[src/rtl/layer0_framer_pkg.sv]
// Shared types and default geometry for the layer-0 input framer.
package layer0_framer_pkg;

   localparam int DEF_IN_BITS     = 2;
   localparam int DEF_FRAME_BEATS = 32;

   typedef enum logic [1:0] {
      ST_FILL    = 2'd0,
      ST_WAIT    = 2'd1,
      ST_DISCARD = 2'd2
   } state_e;

endpackage : layer0_framer_pkg

[src/rtl/frame_hold_reg.sv]
// Single-entry valid/ready output register holding one assembled input vector.
module frame_hold_reg #(
   parameter int W = 64
) (
   input  logic         clk,
   input  logic         rst_n,
   input  logic         in_valid_i,
   output logic         in_ready_o,
   input  logic [W-1:0] in_data_i,
   output logic         out_valid_o,
   input  logic         out_ready_i,
   output logic [W-1:0] out_data_o
);

   logic         valid_q;
   logic [W-1:0] data_q;

   // Accept a new vector when empty or when the held one drains this cycle.
   assign in_ready_o  = !valid_q || out_ready_i;
   assign out_valid_o = valid_q;
   assign out_data_o  = data_q;

   // NOTE: the data register is reset too, because m_data must read zero during reset.
   always_ff @(posedge clk or negedge rst_n) begin
      if (!rst_n) begin
         valid_q <= 1'b0;
         data_q  <= '0;
      end else if (in_valid_i && in_ready_o) begin
         valid_q <= 1'b1;
         data_q  <= in_data_i;
      end else if (out_ready_i) begin
         valid_q <= 1'b0;
      end
   end

endmodule : frame_hold_reg

[src/rtl/layer0_input_framer.sv]
// Packs IN_BITS-wide stream beats into one FRAME_W vector for the layer-0 neuron array.
// Optional saturating malformed-frame counter enabled by LAYER0_FRAMER_ERRCNT_EN.
module layer0_input_framer
   import layer0_framer_pkg::*;
#(
   parameter int IN_BITS     = DEF_IN_BITS,
   parameter int FRAME_BEATS = DEF_FRAME_BEATS,
   parameter int FRAME_W     = IN_BITS * FRAME_BEATS
) (
   input  logic               clk,
   input  logic               rst_n,
   input  logic               s_valid,
   output logic               s_ready,
   input  logic [IN_BITS-1:0] s_data,
   input  logic               s_last,
   output logic               m_valid,
   input  logic               m_ready,
   output logic [FRAME_W-1:0] m_data,
   output logic               frame_err,
   output logic [15:0]        err_cnt
);

   localparam int CNT_W = (FRAME_BEATS > 1) ? $clog2(FRAME_BEATS) : 1;
   localparam logic [CNT_W-1:0] CNT_MAX = CNT_W'(FRAME_BEATS - 1);

   state_e             state_q, state_d;
   logic [CNT_W-1:0]   cnt_q, cnt_d;
   logic [FRAME_W-1:0] asm_q, asm_d;
   logic               err_q, err_d;
   logic               ready_en_q;
   logic               accept;
   logic               push;
   logic               hold_ready;

   // Held low through reset and released on the first edge afterwards.
   assign s_ready = ready_en_q && (state_q != ST_WAIT);
   assign accept  = s_valid && s_ready;

   // NOTE: every combinational output gets a default first, so no path infers a latch.
   always_comb begin
      state_d = state_q;
      cnt_d   = cnt_q;
      asm_d   = asm_q;
      err_d   = 1'b0;
      push    = 1'b0;
      unique case (state_q)
         ST_FILL: begin
            if (accept) begin
               for (int k = 0; k < FRAME_BEATS; k++) begin
                  if (cnt_q == CNT_W'(k)) asm_d[k*IN_BITS +: IN_BITS] = s_data;
               end
               if (cnt_q == CNT_MAX) begin
                  cnt_d = '0;
                  if (s_last) begin
                     if (hold_ready) push = 1'b1;
                     else            state_d = ST_WAIT;
                  end else begin
                     err_d   = 1'b1;
                     state_d = ST_DISCARD;
                  end
               end else if (s_last) begin
                  cnt_d = '0;
                  err_d = 1'b1;
               end else begin
                  cnt_d = cnt_q + CNT_W'(1);
               end
            end
         end
         ST_WAIT: begin
            if (hold_ready) begin
               push    = 1'b1;
               state_d = ST_FILL;
            end
         end
         ST_DISCARD: begin
            if (accept && s_last) state_d = ST_FILL;
         end
         default: state_d = ST_FILL;
      endcase
   end

   // NOTE: sequential state uses non-blocking assignments only.
   always_ff @(posedge clk or negedge rst_n) begin
      if (!rst_n) begin
         state_q    <= ST_FILL;
         cnt_q      <= '0;
         asm_q      <= '0;
         err_q      <= 1'b0;
         ready_en_q <= 1'b0;
      end else begin
         state_q    <= state_d;
         cnt_q      <= cnt_d;
         asm_q      <= asm_d;
         err_q      <= err_d;
         ready_en_q <= 1'b1;
      end
   end

   assign frame_err = err_q;

   frame_hold_reg #(.W(FRAME_W)) u_hold (
      .clk        (clk),
      .rst_n      (rst_n),
      .in_valid_i (push),
      .in_ready_o (hold_ready),
      .in_data_i  (asm_d),
      .out_valid_o(m_valid),
      .out_ready_i(m_ready),
      .out_data_o (m_data)
   );

`ifdef LAYER0_FRAMER_ERRCNT_EN
   logic [15:0] err_cnt_q;

   always_ff @(posedge clk or negedge rst_n) begin
      if (!rst_n)                              err_cnt_q <= '0;
      else if (err_q && err_cnt_q != 16'hFFFF) err_cnt_q <= err_cnt_q + 16'd1;
   end

   assign err_cnt = err_cnt_q;
`else
   assign err_cnt = '0;
`endif

endmodule : layer0_input_framer

[config.mk]
export PLATFORM = sky130hd
export DESIGN_NAME = layer0_input_framer
export DESIGN_NICKNAME = d
export VERILOG_FILES = /design/src/rtl/layer0_framer_pkg.sv /design/src/rtl/frame_hold_reg.sv /design/src/rtl/layer0_input_framer.sv
export SDC_FILE = /design/constraint.sdc
export NUM_CORES = 1
export LEC_CHECK = 0
export CAP_MARGIN = 30
export CORE_MARGIN = 1.5
export CORE_UTILIZATION = 25
export DETAILED_ROUTE_END_ITERATION = 16
export HOLD_SLACK_MARGIN = 0.15
export PLACE_DENSITY_LB_ADDON = 0.08
export SYNTH_ARGS = -nofsm -noshare
export SYNTH_HDL_FRONTEND = slang
export SYNTH_SLANG_ARGS = --single-unit
[constraint.sdc]
create_clock -name clk -period 2.6 [get_ports clk]
set_input_delay 0.26 -clock clk [delete_from_list [all_inputs] [get_ports clk]]
set_output_delay 0.26 -clock clk [all_outputs]
set_load 0.02 [all_outputs]
# Word-level counts from Yosys, hierarchy flattened
# Cells that the tools add are included.
# word_totals
reg_bits	138
output_inout_bits	83
word_cells	113
inputBits	7
# op_classes
n_addsub	1
n_eq_ne	39
n_reduce_logical	11
muxes	55
# ops
op	n
$mux W64	2
$eq A5 B5 Y1 const B	16
$mux W2	38
$eq A5 B4 Y1 const B	8
$eq A5 B3 Y1 const B	4
$mux W1	11
$eq A5 B2 Y1 const B	2
$mux W5	2
$ne A2 B2 Y1 const B	3
$pmux W2 S3	1
$add A5 B1 Y5 const B	1
$eq A5 B1 Y1 const B	1
$logic_not A5 Y1	1
$reduce_and A5 Y1	1
$logic_and A1 B1 Y1	4
$ne A2 B1 Y1 const B	2
$ne A3 B3 Y1 const B	1
$eq A2 B1 Y1 const B	1
$eq A2 B2 Y1 const B	1
$logic_not A2 Y1	1
$pmux W1 S2	1
$reduce_and A2 Y1	1
$reduce_bool A2 Y1	1
$logic_not A1 Y1	1
$logic_or A1 B1 Y1	1

# Depth between registers and ports, before layout
# logic_depth
ltp_word	9
depth_mapped	10
depth_no_buf	6

# Modules after synthesis
# From an unflattened synthesis, not the netlist that was laid out.
# hier_totals
hier_cells	396
hier_area_um2	5993.2
# by_module_without_submodules
mod	area_per_inst_um2	n_inst	seq_area_each_um2	cells_each
layer0_input_framer	3321.9	1	1826.8	258
frame_hold_reg	2671.3	1	1626.6	138

# Worst setup path after synthesis
# OpenSTA, ideal clock, no wires.
# synth_timing
path_type	flip-flop to flip-flop
start	reg cnt_q[2]
end	reg u_hold.data_q[0], in the netlist u_hold.out_data_o[0]
path_slack_ps	507
required_ps	2518
arrival_time_ps	2011
stages_incl_launch_ff	11
period_less_slack_ps	2093
n_path_buf	5
cell_sequence	dfrtp_1 -> buf_2 -> buf_2 -> and3_1 -> ha_1 -> buf_2 -> a41o_1 -> and3_1 -> buf_2 -> buf_6 -> a31oi_1
# synth_between
elab_chain_len	5
elab_cells_between_ends	9
classes_between	eq/ne: 1; mux: 6; reduce/logical: 2
# synth_lines
item	line	source
start, declared	layer0_input_framer.sv:27	logic [CNT_W-1:0] cnt_q, cnt_d;
start signal, assigned	layer0_input_framer.sv:92	cnt_q <= cnt_d;
$eq A5 B5 Y1	layer0_input_framer.sv:52	if (cnt_q == CNT_MAX) begin
$mux W1	layer0_input_framer.sv:52	
$mux W1	layer0_input_framer.sv:48	if (accept) begin
$pmux W1 S2	layer0_input_framer.sv:46	unique case (state_q)
$logic_and A1 B1 Y1	frame_hold_reg.sv:28	end else if (in_valid_i && in_ready_o) begin
end signal, assigned	frame_hold_reg.sv:30	data_q <= in_data_i;
end, declared	frame_hold_reg.sv:16	logic [W-1:0] data_q;
# Parallel ways exist; a longest one is shown, timed or not.
# A chain may end at the register's enable or synchronous reset.

# Final worst setup path
# layout_timing
start	reg ready_en_q
end	out s_ready
# layout_between
elab_chain_len	1
# layout_lines
item	line	source
start, declared	layer0_input_framer.sv:30	logic ready_en_q;
start signal, assigned	layer0_input_framer.sv:89	ready_en_q <= 1'b0;
start signal, assigned	layer0_input_framer.sv:95	ready_en_q <= 1'b1;
$logic_and A1 B1 Y1	layer0_input_framer.sv:36	assign s_ready = ready_en_q && (state_q != ST_WAIT);
end, declared	layer0_input_framer.sv:13	output logic s_ready,
# No other way between the ends.

==> flow_metrics.py <==
metrics = {
    "floorplan": {
        "design.core.area_um2": 24500,
        "ios": 90,
        "fp.dieW_um": 162,
        "initial_utilization_pct": 25.7,
        "dieArea_um2": 26100,
        "die_y_um": 162,
        "rows": 57,
    },
    "global_route": {
        "groute.usage.overall_pct": 16.1,
        "grt_pass1_vias": 5369,
        "grt_pass1_wl_um": 32100,
        "grt_start_max_net_pins": 67,
        "antenna_found_initial": 0,
        "grt_overflow_total": 0,
    },
    "cells_and_area": {
        "fin_util_pct": 32.0,
        "n_fill_cell": 2530,
        "seq_area_um2": 3450,
        "final_cells": 1009,
        "multi_input_area_um2": 2400,
        "fin_nets": 685,
        "fin_area_um2": 7840,
        "syn_to_final_growth_pct": 24.8,
        "antenna_cells": 0,
        "drive_gt1_share_pct": 12.1,
    },
    "synth": {
        "synthAdderAreaFrac_pct": 1.19,
        "synth-simple-area-share_pct": 16.0,
        "synth_most_common_cell": "dfrtp_1",
        "synth_compound_area_share_pct": 19.7,
        "ys_seq_area_share_pct": 55.0,
        "synth_area_per_cell_um2": 10.2,
        "synth_edf_count": 0,
        "synthFlopType": "dfrtp_1",
        "yosys-top-cells-count": "138 x dfrtp_1, 129 x a31oi_1, 68 x nand2_1",
        "synth_top_area_share_pct": 55.0,
        "synth_seq_cells": 138,
        "synth_top_area_cell": "dfrtp_1",
        "synthXorXnorAreaFrac_pct": 0.139,
        "yosys_warnings": 0,
        "synthArstFlopShare_pct": 100,
        "synthDistinctLibCells": 35,
        "post_synth_mux_area_share_pct": 0,
        "synth_top_family_by_area": "compound AO/OA/AOI/OAI gates",
        "syn_area_um2": 6280,
        "synthCells": 617,
        "synth.area.top_cells": "dfrtp_1 55%, a31oi_1 13%, nand3_1 5.3%, nand2_1 4.1%, o21ai_0 3.7%",
    },
    "place": {
        "dp.cells": 976,
        "placed_cell_area_um2": 7250,
        "dp.final_hpwl_um": 12300,
        "port_buffers": 73,
        "place_ws_ns": 0.397,
        "routabilityCongestion": 0.728,
    },
    "sta": {
        "worst_slack_ns": 0.235,
        "slew_violations": 0,
        "grt_setup_unrepaired": "no",
        "whs_ns": 0.386,
        "finalHoldViolations": 0,
        "tns_ns": 0,
        "relSlewSlack_pct": 43.5,
        "period_share_pct": 91.0,
        "worstMarginPinSlew_ns": 0.847,
        "skew_ns": 0.00792,
        "fmax_ghz": 0.423,
        "fin_crit_ns": 2.37,
        "finalSetupViolCount": 0,
    },
    "route": {
        "firstDrtPassIters": 5,
        "drt-initial-drc-count": 328,
        "wire_per_inst_um": 20.1,
        "viasPerCell": 5.22,
        "detail-route-antenna-nets": 0,
        "drc": 0,
        "vias": 5272,
        "drt_wl_total_um": 20300,
    },
    "clock_network": {
        "cts_sinks": 138,
        "postCtsSetupBuffers": 0,
        "htree_levels": 4,
        "cts_tree": "built",
        "clkSlewWorstSetupHoldPaths_ns": 0.06,
        "clkLatencyLatePin_ns": 0.42,
        "cts_buffers": 17,
        "clockBufferDepth": 2,
        "clockRootBuffer": "clkbuf_16",
    },
    "power": {
        "power_mw": 5.07,
        "power.density_nw_per_um2": 647,
        "peakVddDrop_mv": 0.361,
        "power.leakage_nw": 3.58,
    },
    "worst_setup_path": {
        "crit_type": "register to primary output",
        "required_ns": 2.34,
        "critPathCaptureType": "primary output",
        "crit_path_max_fanout": 22,
        "r2r-start": "cnt_q[0]$_DFFE_PN0P_",
        "timing.rr.end": "u_hold.out_data_o[12]$_DFFE_PN0P_",
        "start_kind": "register",
        "slowest_delay_ns": 0.70,
        "reg2reg_slack_ns": 0.39,
        "r2r_cells": 7,
        "path_cells": "a21boi_0 -> clkdlybuf4s50_1",
        "cp_slowest_cell": "clkdlybuf4s50_1",
        "crit_arrival_ns": 2.11,
    },
    "run_status": {
        "status": "completed",
    },
    "worst_hold_path": {
        "min_path_type": "input port to asynchronous set/reset pin",
    },
    "run": {
        "cap_violations": 0,
    },
}
area by class of cell:
| class | count | area share (%) |
|---|---|---|
| timing repair buffer | 102 | 12.5 |
| tap | 324 | 5.17 |
| sequential | 138 | 44.1 |
| clock inverter | 10 | 1.17 |
| multi-input combinational | 407 | 30.7 |
| clock buffer | 22 | 6.18 |
| inverter | 6 | 0.287 |
state kept, by name, summed over array words and instances (netlist names):
| name | flops |
|---|---|
| frame_err | 1 |
| u_hold.out_valid_o | 1 |
| state_q | 2 |
| ready_en_q | 1 |
| u_hold.out_data_o | 64 |
| asm_q | 64 |
| cnt_q | 5 |
worst max-delay path: cells and delay by family, from the launching register on:
kind            cells  cell delay (ns)
flops               1             0.56
compound gates      1             0.42
buf+inv             1             0.70
worst max path at each step:
stage                                                   end                  from  cells after the start  slack [ns]
after floorplan            u_hold.out_data_o[0]$_DFFE_PN0P_  cnt_q[2]$_DFFE_PN0P_                     10        0.51
after global placement    u_hold.out_data_o[36]$_DFFE_PN0P_               s_valid                      6        0.39
after detailed placement  u_hold.out_data_o[57]$_DFFE_PN0P_  cnt_q[0]$_DFFE_PN0P_                      7        0.40
after CTS                                           s_ready  ready_en_q$_DFF_PN0_                      2        0.06
after global routing      u_hold.out_data_o[12]$_DFFE_PN0P_  cnt_q[0]$_DFFE_PN0P_                      7        0.18
final                                               s_ready  ready_en_q$_DFF_PN0_                      2        0.23
timing repair:
item                                   in CTS  in global routing
setup endpoints to repair                   0                  1
gates resized for setup                     0                  1
hold buffers                                1                  0
endpoints found under the hold margin      55                  0
layout by cell type (no fill, tap or decap), drive strengths merged:
cell and count:
a21boi 1, a311oi 2, a31oi 129, a41o 1, and3 2, and4 3
and4b 7, and4bb 6, buf 29, bufinv 1, clkbuf 22, clkdlybuf4s50 72
clkinv 6, clkinvlp 2, conb 17, dfrtp 138, dlygate4sd3 1, ha 6
inv 7, nand2 68, nand2b 1, nand3 67, nand3b 1, nand4 3
nand4b 7, nand4bb 7, nor2 3, nor3 1, nor4b 1, nor4bb 1
o21ai 70, o31ai 1, or4b 1, xnor2 1
cell families (layout without fill, tap and decap cells):
logic type               after synthesis  count (layout)
AO/OA/AOI/OAI                        204             204
XOR/XNOR                               1               1
adder cells (fa/ha/maj)                6               6
buffers and inverters                 87             140
flip-flops                           138             138
other                                  2              17
AND/OR/NAND/NOR                      179             179
where the power goes:
| group | switching [mW] | internal [mW] | leakage [nW] |
|---|---|---|---|
| Clock | 0.949 | 1.42 | 0.282 |
| Sequential | 0.0432 | 2.26 | 1.91 |
| Combinational | 0.294 | 0.116 | 1.40 |
| Total | 1.29 | 3.79 | 3.58 |
metal layers:
layer  up-vias  global-route usage, %  routed length [um]
met3        23                   3.00                 955
li1       2393                      -                   -
met1      2704                   22.5                9670
met5         -                      0                   0
met4         0                   4.71                 261
met2       152                   25.4                9390
(Power assumes the default switching activity.)
